$ cat src/rtl/cnnip_mem_if.sv
// Memory port bundle shared by the CNN IP blocks: word-addressed by byte
// address, byte write enables, one-cycle read latency on dout.
interface cnnip_mem_if;
    logic        en;
    logic [3:0]  we;
    logic [15:0] addr;
    logic [31:0] din;
    logic [31:0] dout;

    modport master (output en, output we, output addr, output din, input dout);
    modport slave  (input en, input we, input addr, input din, output dout);
endinterface

$ cat src/rtl/cnnip_conv_engine.sv
// cnnip_conv_engine: full 2-D convolution streamed straight out of the input and
// weight memories through one signed MAC; one accumulated word per output pixel
// per kernel is written to the feature memory.
module cnnip_conv_engine #(
    parameter int          IMG_W   = 32,
    parameter int          DATA_W  = 16,
    parameter int          ACC_W   = 32,
    parameter int          MAX_K   = 7,
    parameter logic [15:0] IN_BASE = 16'h1000,
    parameter logic [15:0] W_BASE  = 16'h2000,
    parameter logic [15:0] F_BASE  = 16'h3000
) (
    input  logic        clk_a,
    input  logic        arstz_aq,
    cnnip_mem_if.master to_input_mem,
    cnnip_mem_if.master to_weight_mem,
    cnnip_mem_if.master to_feature_mem,
    input  logic        CMD_START,
    input  logic [7:0]  MODE_KERNEL_SIZE,
    input  logic [7:0]  MODE_KERNEL_NUMS,
    input  logic [1:0]  MODE_STRIDE,
    input  logic        MODE_PADDING,
    output logic        CMD_DONE,
    output logic        CMD_DONE_VALID,
    output logic        CMD_ERR,
    output logic        BUSY
);

    typedef enum logic [2:0] {ST_IDLE, ST_CHECK, ST_ISSUE, ST_DRAIN, ST_WRITE, ST_DONE} state_t;

    localparam logic [15:0]        IMG_W16 = 16'(IMG_W);
    localparam logic signed [15:0] IMG_W_S = 16'(IMG_W);
    localparam logic [7:0]         MAX_K8  = 8'(MAX_K);

    state_t              state_r;
    logic [7:0]          cfg_k_r, cfg_n_r, cfg_p_r, out_w_r;
    logic [1:0]          cfg_s_r;
    logic [7:0]          n_r, oy_r, ox_r, ky_r, kx_r;
    logic [ACC_W-1:0]    acc_r;
    logic                tap_vld_r, tap_pad_r;
    logic                in_en_r, w_en_r, f_en_r;
    logic [15:0]         in_addr_r, w_addr_r, f_addr_r;
    logic [3:0]          f_we_r;
    logic [31:0]         f_din_r;
    logic                done_r, err_out_r, busy_r;

    logic [7:0]          cfg_k_s, cfg_n_s, cfg_p_s, p_in_s, k_m1_s, ow_m1_s;
    logic [1:0]          cfg_s_s;
    logic [15:0]         span_s, div_s, out_w_calc_s;
    logic                illegal_s, last_tap_s, last_pix_s;
    logic [7:0]          nt_n_s, nt_oy_s, nt_ox_s, nt_ky_s, nt_kx_s;
    logic signed [15:0]  iy_s, ix_s;
    logic                in_ok_s;
    logic [15:0]         in_idx_s, w_idx_s, f_idx_s, k16_s, ow16_s;
    logic [15:0]         in_addr_s, w_addr_s, f_addr_s;
    logic signed [2*DATA_W-1:0] prod_s;
    logic [ACC_W-1:0]    acc_add_s, acc_nxt_s;

    // Configuration view: live inputs while being checked, latched copy afterwards.
    always_comb begin
        p_in_s  = MODE_PADDING ? ((MODE_KERNEL_SIZE - 8'd1) >> 1) : 8'd0;
        cfg_k_s = (state_r == ST_CHECK) ? MODE_KERNEL_SIZE : cfg_k_r;
        cfg_n_s = (state_r == ST_CHECK) ? MODE_KERNEL_NUMS : cfg_n_r;
        cfg_s_s = (state_r == ST_CHECK) ? MODE_STRIDE      : cfg_s_r;
        cfg_p_s = (state_r == ST_CHECK) ? p_in_s           : cfg_p_r;
        k_m1_s  = cfg_k_s - 8'd1;
        ow_m1_s = out_w_r - 8'd1;
        span_s  = IMG_W16 + {7'd0, cfg_p_s, 1'b0} - {8'd0, cfg_k_s};
        illegal_s = (~cfg_k_s[0]) || (cfg_k_s > MAX_K8) || (cfg_n_s == 8'd0) ||
                    (cfg_s_s == 2'd0) ||
                    ({8'd0, cfg_k_s} > (IMG_W16 + {7'd0, cfg_p_s, 1'b0}));
        div_s        = (cfg_s_s == 2'd0) ? 16'd1 : {14'd0, cfg_s_s};
        out_w_calc_s = (span_s / div_s) + 16'd1;
        last_tap_s = (ky_r == k_m1_s) && (kx_r == k_m1_s);
        last_pix_s = (ox_r == ow_m1_s) && (oy_r == ow_m1_s) && (n_r == (cfg_n_r - 8'd1));
    end

    // Coordinates of the tap to be issued in the next cycle.
    always_comb begin
        nt_n_s  = n_r;
        nt_oy_s = oy_r;
        nt_ox_s = ox_r;
        nt_ky_s = ky_r;
        nt_kx_s = kx_r;
        case (state_r)
            ST_CHECK: begin
                nt_n_s  = 8'd0;
                nt_oy_s = 8'd0;
                nt_ox_s = 8'd0;
                nt_ky_s = 8'd0;
                nt_kx_s = 8'd0;
            end
            ST_ISSUE: begin
                if (kx_r == k_m1_s) begin
                    nt_kx_s = 8'd0;
                    nt_ky_s = ky_r + 8'd1;
                end else begin
                    nt_kx_s = kx_r + 8'd1;
                end
            end
            ST_WRITE: begin
                nt_ky_s = 8'd0;
                nt_kx_s = 8'd0;
                if (ox_r == ow_m1_s) begin
                    nt_ox_s = 8'd0;
                    if (oy_r == ow_m1_s) begin
                        nt_oy_s = 8'd0;
                        nt_n_s  = n_r + 8'd1;
                    end else begin
                        nt_oy_s = oy_r + 8'd1;
                    end
                end else begin
                    nt_ox_s = ox_r + 8'd1;
                end
            end
            default: begin
                nt_n_s = n_r;
            end
        endcase
    end

    // Address generation for the next tap and the current output pixel, plus the MAC.
    always_comb begin
        k16_s    = {8'd0, cfg_k_s};
        ow16_s   = {8'd0, out_w_r};
        iy_s     = $signed({8'd0, nt_oy_s}) * $signed({14'd0, cfg_s_s}) +
                   $signed({8'd0, nt_ky_s}) - $signed({8'd0, cfg_p_s});
        ix_s     = $signed({8'd0, nt_ox_s}) * $signed({14'd0, cfg_s_s}) +
                   $signed({8'd0, nt_kx_s}) - $signed({8'd0, cfg_p_s});
        in_ok_s  = (iy_s >= 16'sd0) && (iy_s < IMG_W_S) && (ix_s >= 16'sd0) && (ix_s < IMG_W_S);
        in_idx_s = iy_s * IMG_W_S + ix_s;
        w_idx_s  = {8'd0, nt_n_s} * k16_s * k16_s + {8'd0, nt_ky_s} * k16_s + {8'd0, nt_kx_s};
        f_idx_s  = {8'd0, n_r} * ow16_s * ow16_s + {8'd0, oy_r} * ow16_s + {8'd0, ox_r};
        in_addr_s = IN_BASE + (in_idx_s << 2);
        w_addr_s  = W_BASE + (w_idx_s << 2);
        f_addr_s  = F_BASE + (f_idx_s << 2);
        prod_s    = $signed(to_input_mem.dout[DATA_W-1:0]) * $signed(to_weight_mem.dout[DATA_W-1:0]);
        acc_add_s = (tap_vld_r && !tap_pad_r) ? ACC_W'(prod_s) : {ACC_W{1'b0}};
        acc_nxt_s = acc_r + acc_add_s;
    end

    // Main sequencer: state, counters, accumulator and all registered outputs.
    always_ff @(posedge clk_a or negedge arstz_aq) begin
        if (!arstz_aq) begin
            state_r   <= ST_IDLE;
            cfg_k_r   <= 8'd0;
            cfg_n_r   <= 8'd0;
            cfg_s_r   <= 2'd0;
            cfg_p_r   <= 8'd0;
            out_w_r   <= 8'd0;
            n_r       <= 8'd0;
            oy_r      <= 8'd0;
            ox_r      <= 8'd0;
            ky_r      <= 8'd0;
            kx_r      <= 8'd0;
            acc_r     <= {ACC_W{1'b0}};
            tap_vld_r <= 1'b0;
            tap_pad_r <= 1'b0;
            in_en_r   <= 1'b0;
            in_addr_r <= 16'd0;
            w_en_r    <= 1'b0;
            w_addr_r  <= 16'd0;
            f_en_r    <= 1'b0;
            f_we_r    <= 4'd0;
            f_addr_r  <= 16'd0;
            f_din_r   <= 32'd0;
            done_r    <= 1'b0;
            err_out_r <= 1'b0;
            busy_r    <= 1'b0;
        end else begin
            // Memory strobes are single-cycle unless re-armed below.
            in_en_r   <= 1'b0;
            in_addr_r <= 16'd0;
            w_en_r    <= 1'b0;
            w_addr_r  <= 16'd0;
            f_en_r    <= 1'b0;
            f_we_r    <= 4'd0;
            f_addr_r  <= 16'd0;
            f_din_r   <= 32'd0;
            done_r    <= 1'b0;
            err_out_r <= 1'b0;
            tap_vld_r <= 1'b0;
            tap_pad_r <= 1'b0;
            acc_r     <= acc_nxt_s;
            case (state_r)
                ST_IDLE: begin
                    if (CMD_START) begin
                        state_r <= ST_CHECK;
                        busy_r  <= 1'b1;
                    end else begin
                        busy_r  <= 1'b0;
                    end
                end
                ST_CHECK: begin
                    cfg_k_r <= cfg_k_s;
                    cfg_n_r <= cfg_n_s;
                    cfg_s_r <= cfg_s_s;
                    cfg_p_r <= cfg_p_s;
                    acc_r   <= {ACC_W{1'b0}};
                    if (illegal_s) begin
                        state_r   <= ST_DONE;
                        done_r    <= 1'b1;
                        err_out_r <= 1'b1;
                    end else begin
                        state_r   <= ST_ISSUE;
                        out_w_r   <= out_w_calc_s[7:0];
                        n_r       <= nt_n_s;
                        oy_r      <= nt_oy_s;
                        ox_r      <= nt_ox_s;
                        ky_r      <= nt_ky_s;
                        kx_r      <= nt_kx_s;
                        in_en_r   <= in_ok_s;
                        in_addr_r <= in_ok_s ? in_addr_s : 16'd0;
                        w_en_r    <= 1'b1;
                        w_addr_r  <= w_addr_s;
                    end
                end
                ST_ISSUE: begin
                    // Tap issued this cycle; its product lands one cycle later.
                    tap_vld_r <= 1'b1;
                    tap_pad_r <= ~in_en_r;
                    if (last_tap_s) begin
                        state_r <= ST_DRAIN;
                    end else begin
                        ky_r      <= nt_ky_s;
                        kx_r      <= nt_kx_s;
                        in_en_r   <= in_ok_s;
                        in_addr_r <= in_ok_s ? in_addr_s : 16'd0;
                        w_en_r    <= 1'b1;
                        w_addr_r  <= w_addr_s;
                    end
                end
                ST_DRAIN: begin
                    // acc_nxt_s already includes the final product of the pixel.
                    state_r  <= ST_WRITE;
                    f_en_r   <= 1'b1;
                    f_we_r   <= 4'b1111;
                    f_addr_r <= f_addr_s;
                    f_din_r  <= acc_nxt_s;
                end
                ST_WRITE: begin
                    acc_r <= {ACC_W{1'b0}};
                    if (last_pix_s) begin
                        state_r <= ST_DONE;
                        done_r  <= 1'b1;
                    end else begin
                        state_r   <= ST_ISSUE;
                        n_r       <= nt_n_s;
                        oy_r      <= nt_oy_s;
                        ox_r      <= nt_ox_s;
                        ky_r      <= nt_ky_s;
                        kx_r      <= nt_kx_s;
                        in_en_r   <= in_ok_s;
                        in_addr_r <= in_ok_s ? in_addr_s : 16'd0;
                        w_en_r    <= 1'b1;
                        w_addr_r  <= w_addr_s;
                    end
                end
                ST_DONE: begin
                    state_r <= ST_IDLE;
                    busy_r  <= 1'b0;
                end
                default: begin
                    state_r <= ST_IDLE;
                    busy_r  <= 1'b0;
                end
            endcase
        end
    end

    assign to_input_mem.en     = in_en_r;
    assign to_input_mem.we     = 4'd0;
    assign to_input_mem.addr   = in_addr_r;
    assign to_input_mem.din    = 32'd0;
    assign to_weight_mem.en    = w_en_r;
    assign to_weight_mem.we    = 4'd0;
    assign to_weight_mem.addr  = w_addr_r;
    assign to_weight_mem.din   = 32'd0;
    assign to_feature_mem.en   = f_en_r;
    assign to_feature_mem.we   = f_we_r;
    assign to_feature_mem.addr = f_addr_r;
    assign to_feature_mem.din  = f_din_r;
    assign CMD_DONE            = done_r;
    assign CMD_DONE_VALID      = done_r;
    assign CMD_ERR             = err_out_r;
    assign BUSY                = busy_r;

endmodule

$ cat src/flat_wrapper.sv
// flat-port wrapper written by rule: the top's interface ports become plain ports
module cnnip_conv_engine_flat 
#(
    parameter int          IMG_W   = 32,
    parameter int          DATA_W  = 16,
    parameter int          ACC_W   = 32,
    parameter int          MAX_K   = 7,
    parameter logic [15:0] IN_BASE = 16'h1000,
    parameter logic [15:0] W_BASE  = 16'h2000,
    parameter logic [15:0] F_BASE  = 16'h3000
)
  (clk_a, arstz_aq, CMD_START, MODE_KERNEL_SIZE, MODE_KERNEL_NUMS, MODE_STRIDE, MODE_PADDING, CMD_DONE, CMD_DONE_VALID, CMD_ERR, BUSY, to_input_mem_en, to_input_mem_we, to_input_mem_addr, to_input_mem_din, to_input_mem_dout, to_weight_mem_en, to_weight_mem_we, to_weight_mem_addr, to_weight_mem_din, to_weight_mem_dout, to_feature_mem_en, to_feature_mem_we, to_feature_mem_addr, to_feature_mem_din, to_feature_mem_dout);
  cnnip_mem_if to_input_mem_i ();
  cnnip_mem_if to_weight_mem_i ();
  cnnip_mem_if to_feature_mem_i ();
  input  logic clk_a;
  input  logic arstz_aq;
  input  logic CMD_START;
  input  logic [7:0] MODE_KERNEL_SIZE;
  input  logic [7:0] MODE_KERNEL_NUMS;
  input  logic [1:0] MODE_STRIDE;
  input  logic MODE_PADDING;
  output logic CMD_DONE;
  output logic CMD_DONE_VALID;
  output logic CMD_ERR;
  output logic BUSY;
  output wire logic [$bits(to_input_mem_i.en)-1:0] to_input_mem_en;
  output wire logic [$bits(to_input_mem_i.we)-1:0] to_input_mem_we;
  output wire logic [$bits(to_input_mem_i.addr)-1:0] to_input_mem_addr;
  output wire logic [$bits(to_input_mem_i.din)-1:0] to_input_mem_din;
  input wire logic [$bits(to_input_mem_i.dout)-1:0] to_input_mem_dout;
  output wire logic [$bits(to_weight_mem_i.en)-1:0] to_weight_mem_en;
  output wire logic [$bits(to_weight_mem_i.we)-1:0] to_weight_mem_we;
  output wire logic [$bits(to_weight_mem_i.addr)-1:0] to_weight_mem_addr;
  output wire logic [$bits(to_weight_mem_i.din)-1:0] to_weight_mem_din;
  input wire logic [$bits(to_weight_mem_i.dout)-1:0] to_weight_mem_dout;
  output wire logic [$bits(to_feature_mem_i.en)-1:0] to_feature_mem_en;
  output wire logic [$bits(to_feature_mem_i.we)-1:0] to_feature_mem_we;
  output wire logic [$bits(to_feature_mem_i.addr)-1:0] to_feature_mem_addr;
  output wire logic [$bits(to_feature_mem_i.din)-1:0] to_feature_mem_din;
  input wire logic [$bits(to_feature_mem_i.dout)-1:0] to_feature_mem_dout;
  assign to_input_mem_en = to_input_mem_i.en;
  assign to_input_mem_we = to_input_mem_i.we;
  assign to_input_mem_addr = to_input_mem_i.addr;
  assign to_input_mem_din = to_input_mem_i.din;
  assign to_input_mem_i.dout = to_input_mem_dout;
  assign to_weight_mem_en = to_weight_mem_i.en;
  assign to_weight_mem_we = to_weight_mem_i.we;
  assign to_weight_mem_addr = to_weight_mem_i.addr;
  assign to_weight_mem_din = to_weight_mem_i.din;
  assign to_weight_mem_i.dout = to_weight_mem_dout;
  assign to_feature_mem_en = to_feature_mem_i.en;
  assign to_feature_mem_we = to_feature_mem_i.we;
  assign to_feature_mem_addr = to_feature_mem_i.addr;
  assign to_feature_mem_din = to_feature_mem_i.din;
  assign to_feature_mem_i.dout = to_feature_mem_dout;
  cnnip_conv_engine #(.IMG_W(IMG_W), .DATA_W(DATA_W), .ACC_W(ACC_W), .MAX_K(MAX_K), .IN_BASE(IN_BASE), .W_BASE(W_BASE), .F_BASE(F_BASE)) u_core (.clk_a(clk_a), .arstz_aq(arstz_aq), .to_input_mem(to_input_mem_i), .to_weight_mem(to_weight_mem_i), .to_feature_mem(to_feature_mem_i), .CMD_START(CMD_START), .MODE_KERNEL_SIZE(MODE_KERNEL_SIZE), .MODE_KERNEL_NUMS(MODE_KERNEL_NUMS), .MODE_STRIDE(MODE_STRIDE), .MODE_PADDING(MODE_PADDING), .CMD_DONE(CMD_DONE), .CMD_DONE_VALID(CMD_DONE_VALID), .CMD_ERR(CMD_ERR), .BUSY(BUSY));
endmodule
$ cat config.mk
export PLATFORM = sky130hd
export DESIGN_NAME = cnnip_conv_engine_flat
export DESIGN_NICKNAME = d
export VERILOG_FILES = /design/src/rtl/cnnip_mem_if.sv /design/src/rtl/cnnip_conv_engine.sv /design/src/flat_wrapper.sv
export SDC_FILE = /design/constraint.sdc
export NUM_CORES = 2
export LEC_CHECK = 0
export BUFFER_PORTS_ARGS = -buffer_cell sky130_fd_sc_hd__clkbuf_2
export CAP_MARGIN = 5
export CORE_MARGIN = 2
export CORE_UTILIZATION = 58
export CTS_CLUSTER_DIAMETER = 40
export CTS_CLUSTER_SIZE = 24
export DETAILED_ROUTE_END_ITERATION = 10
export PLACE_DENSITY = 0.82
export SYNTH_ARGS = -nofsm -noshare
export SYNTH_HDL_FRONTEND = slang
export SYNTH_SLANG_ARGS = --single-unit
$ cat constraint.sdc
create_clock -name clk_a -period 25.7 [get_ports clk_a]
set_input_delay 7.71 -clock clk_a [delete_from_list [all_inputs] [get_ports clk_a]]
set_output_delay 7.71 -clock clk_a [all_outputs]
set_load 0.02 [all_outputs]
# Word-level counts from Yosys, hierarchy flattened
# Cells that the tools add are included.
[word_totals]
register_bits = 201
in_bits = 118
out_inout_bits = 163
word_cells = 177
[classes]
addsub = 25
mul = 9
n_div = 1
order_cmp = 6
n_eq_ne = 14
mux = 71
bitwise = 3
reduce_logical = 23
[ops]
columns = ["operator", "n"]
rows = [
  ["8-bit two-way mux", 22],
  ["16-bit two-way mux", 8],
  ["8-bit case mux with 2 select lines", 8],
  ["32-bit two-way mux", 3],
  ["16-bit case mux with 3 select lines", 2],
  ["8-bit by 1-bit adder with 8-bit output, second input constant", 6],
  ["8-bit case mux with 3 select lines", 2],
  ["14-bit adder", 3],
  ["8-bit == test", 5],
  ["14-bit by 16-bit adder with 16-bit output, first input constant", 2],
  ["16-bit by 9-bit adder with 16-bit output", 2],
  ["32-bit adder", 1],
  ["16-bit by 1-bit >= comparator with 1-bit output, second input constant", 2],
  ["16-bit by 7-bit < comparator with 1-bit output, second input constant", 2],
  ["16-bit by 16-bit multiplier with 32-bit output", 1],
  ["16-bit by 8-bit multiplier with 14-bit output", 2],
  ["8-bit by 8-bit multiplier with 16-bit output", 2],
  ["16-bit by 9-bit subtractor with 16-bit output", 2],
  ["8-bit by 1-bit subtractor with 8-bit output, second input constant", 4],
  ["14-bit by 8-bit adder with 14-bit output", 2],
  ["8-bit by 8-bit multiplier with 14-bit output", 2],
  ["8-bit by 2-bit multiplier with 10-bit output", 2],
  ["13-bit by 16-bit adder with 16-bit output, first input constant", 1],
  ["16-bit by 16-bit divider with 16-bit output", 1],
  ["other kinds (31)", 65],
]

# Logic depth before layout (Yosys ltp)
[depth]
ltp_word = 15
ltp_mapped = 139
ltp_nobuf = 131

# Worst setup path after synthesis
# No wires, ideal clock.
[synth_path]
path_kind = "in2reg"
start = "input port MODE_KERNEL_SIZE[1]"
end = "register u_core.out_w_r[6]"
setup_time_ps = 125
t_arrival_ps = 34764
required_ps = 25575
slack_ps = -9188
path_stages = 128
path_buffers = 5
cell_sequence = "or4_1 > nor2_1 > xnor2_1 > o21ai_0 > ha_1 > ha_1 > o211ai_1 > o21ai_0 > a21oi_1 > and4bb_2 > nand2_1 > inv_1 > ha_1 > o211ai_1 > a21boi_0 > ha_1 > o21a_1 > a21oi_1 > (+92 left out) > o21a_1 > nor2_1 > and3_1 > nand4_1 > or4b_1 > buf_2 > nor2_1 > a21oi_1 > ha_1 > a21oi_1 > o2111ai_1 > nor3_1 > o21ai_1 > a2111o_1 > ha_1 > nand2_1 > xor2_1 > mux2_2"
[synth_via]
elab_chain_cells = 8
elab_cells_between_ends = 16
cone_classes = "add/sub: 4; div: 1; order compare: 2; mux: 3; bitwise: 1; reduce/logical: 5"
[synth_lines]
columns = ["item", "line", "text"]
rows = [
  ["from (decl)", "flat_wrapper.sv:19", "input logic [7:0] MODE_KERNEL_SIZE;"],
  ["8-bit by 1-bit subtractor with 8-bit output (*)", "cnnip_conv_engine.sv:61", "p_in_s = MODE_PADDING ? ((MODE_KERNEL_SIZE - 8'd1) >> 1) : 8'd0;"],
  ["7-bit two-way mux (*)", "cnnip_conv_engine.sv:61", ""],
  ["8-bit two-way mux (*)", "cnnip_conv_engine.sv:65", "cfg_p_s = (state_r == ST_CHECK) ? p_in_s : cfg_p_r;"],
  ["net u_core.cfg_p_s[4]", "cnnip_conv_engine.sv:47", "logic [7:0] cfg_k_s, cfg_n_s, cfg_p_s, p_in_s, k_m1_s, ow_m1_s;"],
  ["6-bit by 9-bit adder with 10-bit output (*)", "cnnip_conv_engine.sv:68, cnnip_conv_engine.sv:71", ""],
  ["parallel branches: the longest is 4 deep, another holds 16-bit by 8-bit subtractor with 16-bit output", "-", ""],
  ["to (signal assigned)", "cnnip_conv_engine.sv:206", "out_w_r <= out_w_calc_s[7:0];"],
  ["to (decl)", "cnnip_conv_engine.sv:36", "logic [7:0] cfg_k_r, cfg_n_r, cfg_p_r, out_w_r;"],
]
# Mark *: on every way through the listed nets, which the timed path passes.
# A chain may end at the register's enable or synchronous reset.

# Worst setup path after layout
[layout_path]
start = "input port MODE_KERNEL_SIZE[3]"
end = "register u_core.out_w_r[6]"
# The elaborated chain is that of the path after synthesis.

==> results.md <==
- Run status: finished, violations left
- Failing checks: setup timing
- Slew margin rel.: 5.16%
- Max FO, Critical Path: 4
- Initial core utilization: 58.3%
- TNS Setup: -49.93 ns
- DP Cell Count: 5,940
- Crit share post-route: 125%
- Routed vias: 35,800
- CTS Root Cell: clkbuf_16
- Hold slack final: 0.507 ns
- Peak per-stage delay on the critical path: 0.55 ns
- Register Area: 0.00478 mm2
- Initial antenna violation count: 2
- WL/cell: between 15 and 20 um
- Clock slew at reported path FFs: 0.09 ns
- Reg2reg end: u_core.out_w_r[6]$_DFFE_PN0P_
- Die height: 266 um
- Peak Freq: 31.2 MHz
- Fraction of layout cells with a size suffix above 1: 19.1%
- R2r worst-path depth: ~130
- Endpoint class of the critical path: register
- Pre-antenna DRT Iters: 9
- First-pass GRT wire length: about 180,000 um
- Buf+Inv Stages, Crit Path: 5
- Clock Skew: 0.0244 ns
- Yosys reg bits: 191
- Layout area overhead: 17.4%
- Fin nets: 6,339
- R2r setup slk: 0.03 ns
- Asr flop ratio synth: 100%
- Post-synthesis sequential area ratio: 12.0%
- Std cell rows: 96
- Mapped Area: 0.0399 mm2
- Reg-to-Reg Start: u_core.state_r[2]$_DFFE_PN0P_
- Clock buffer depth: 2
- Critical Path Source: MODE_KERNEL_SIZE[3]
- DIE WIDTH: around 270 um
- Final Non-Filler Cells: 6,163
- CTS Buf Count: 17
- Max cap viols: 0
- Slowest cell on crit path: or4_4
- Worst hold path type: register to register
- Worst Slack Setup Final: -6.37 ns
- Core Area: just under 0.07 mm2
- # setup viols final: 8
- Largest net degree at the start of global routing: 74
- DRC: 0
- Critical path endpoint: u_core.out_w_r[6]$_DFFE_PN0P_
- I/O pin cnt: roughly 280
- Post-CTS Hold Buffers: 0
- Fillers: 4,880
- H-tree levels: 4
- # diodes: 0
- Detailed placement HPWL: 83,400 um
- CP required: 26.11 ns
- Critical path depth: 127
- Total global-route track usage: about 33%
- DRT iter0 DRCs: 3,251
- Main synth FF type: dfrtp_1
- Grt ovf: 0
- Final ANT Viol Nets: 0
- Number of synthesized flops with an enable pin: 0
- RePlAce Congestion: 0.927
- Top cell by count, worst path: ha_4
- Worst Path Class, Setup: primary input to register
- DR vias/cell: slightly below 6
- Synth warnings: 0
- Final-report hold violation count: 0
- CTS sink cnt: 191
- Post-synthesis area per instance: 8.56 um2
- Die area: between 0.07 and 0.08 mm2
- Worst-margin pin slew: ~1.4 ns
- Vias in the first global route: 37,100
- Final Max Slew Viols: 0
- Cells after Synth: 4,657
- I/O Buffers: 138
- Critical Path Start Type: primary input
- Crit path DAT: between 30 and 40 ns
- TritonCTS clock tree: yes
- Final wirelength: approximately 120,000 um
- Distinct cell type count after synthesis: 114
- Worst-Skew Late Latency: 0.53 ns
- Area of the multi-input gates: 0.0320 mm2
- Final Util: 68.5%
- Delay-heaviest family, CP: simple AND/OR/NAND/NOR gates
- RSZ-0062 raised after global routing: yes
- Fin crit period: 32.07 ns
==> Yosys cell counts, drive strengths merged (27+ instances only) <==
cell type,instances,area (um2)
ha,380,4750
nand2,503,1890
nor3,90,515
buf,103,743
nand3,55,293
o21bai,60,450
or2,32,200
nor2,363,1370
o21a,37,278
o21ai,141,706
inv,804,3020
nor2b,34,213
xnor2,221,1940
a21o,46,345
dfrtp,191,4780
and2,278,1740
mux2,27,312
mux2i,28,284
nand2b,55,344
clkbuf,126,473
fa,573,11500
xor2,52,455
a21oi,178,895
==> worst reg2reg max path: cells and delay by family, from the launching register on <==
family / cells / cell delay, ns
simple gates: 51 / 9.93
compound gates: 42 / 7.28
fa+ha+maj: 19 / 4.98
mux: 8 / 2.06
flops: 1 / 0.69
buf+inv: 4 / 0.51
xor+xnor: 1 / 0.06
==> worst min path at each step <==
stage | startpoint | depth (start not counted) | endpoint | slack (ns)
2_1_floorplan | u_core.cfg_p_r[0]$_DFFE_PN0P_ | 2 | u_core.cfg_p_r[0]$_DFFE_PN0P_ | 0.43
3_3_place_gp | u_core.cfg_p_r[0]$_DFFE_PN0P_ | 2 | u_core.cfg_p_r[0]$_DFFE_PN0P_ | 0.44
3_5_place_dp | u_core.cfg_p_r[0]$_DFFE_PN0P_ | 2 | u_core.cfg_p_r[0]$_DFFE_PN0P_ | 0.46
4_1_cts | u_core.cfg_p_r[1]$_DFFE_PN0P_ | 2 | u_core.cfg_p_r[1]$_DFFE_PN0P_ | 0.48
5_1_grt | u_core.cfg_p_r[1]$_DFFE_PN0P_ | 2 | u_core.cfg_p_r[1]$_DFFE_PN0P_ | 0.51
6_report | u_core.cfg_p_r[1]$_DFFE_PN0P_ | 2 | u_core.cfg_p_r[1]$_DFFE_PN0P_ | 0.51
==> flip-flops by register name (all words and copies together), names as in the netlist, 2 cells and up <==
| name | count |
|---|---|
| u_core.acc_r | 32 |
| u_core.to_feature_mem.din | 32 |
| u_core.to_feature_mem.addr | 14 |
| u_core.to_input_mem.addr | 14 |
| u_core.to_weight_mem.addr | 14 |
| u_core.cfg_k_r | 8 |
| u_core.cfg_n_r | 8 |
| u_core.cfg_p_r | 8 |
| u_core.kx_r | 8 |
| u_core.ky_r | 8 |
| u_core.n_r | 8 |
| u_core.out_w_r | 8 |
| u_core.ox_r | 8 |
| u_core.oy_r | 8 |
| u_core.state_r | 3 |
| u_core.cfg_s_r | 2 |
==> through the flow <==
| step | instance area [um2] | setup slack, ns |
|---|---|---|
| 3_3_place_gp | 44200 | -5.23 |
| 6_report | 46800 | -6.37 |
| 3_5_place_dp | 44200 | -5.83 |
| 2_1_floorplan | 40500 | -6.88 |
| 5_1_grt | 46800 | -7.04 |
| 4_1_cts | 46300 | -4.63 |
==> layout make-up <==
cell class	instances	share of cell area, %
Multi-Input combinational cell	3506	68.3
Timing Repair Buffer	744	11.3
Sequential cell	191	10.2
Inverter	808	6.49
Tap cell	882	2.36
Clock buffer	17	0.909
Clock inverter	15	0.481
==> metal layers <==
layer,global-route usage [%],vias to the layer above,routed length (um)
li1,-,15800,-
met1,39.4,17500,42600
met2,55.3,1961,56200
met3,5.93,624,10400
met4,17.2,2,7280
met5,0,-,18
==> cell families (layout without fill, tap and decap cells) <==
family          count (synthesis)  count (layout)  synth area share, %
compound gates                626             626                 10.6
flops                         191             191                 12.0
simple gates                 1518            1518                 18.5
fa+ha+maj                     956             956                 40.8
mux                            55              55                 1.49
xor+xnor                      273             273                 6.00
buf+inv                      1037            1584                 10.7
other cells                     1              78              0.00941
==> what timing repair did <==
action                     CTS  global route
cloned                       0             0
gates resized for setup     38            56
setup buffers              159            32
pin swaps                   88            71
setup endpoints to repair    8             8
==> cell usage in the layout (no fill, tap or decap), types with 114 or more instances in the layout <==
cell / Yosys / layout
buf_4: 83 / 603
dfrtp_1: 191 / 191
clkbuf_2: 0 / 136
o21ai_0: 127 / 114
nor2_1: 362 / 342
a21oi_1: 177 / 162
ha_1: 380 / 367
nand2_1: 501 / 490
and2_1: 277 / 277
inv_1: 800 / 796
fa_1: 573 / 573
xnor2_1: 221 / 218
Power is left out: the tool's default activity adds up to more than one toggle a clock period on the data nets, which glitch-free logic cannot reach.
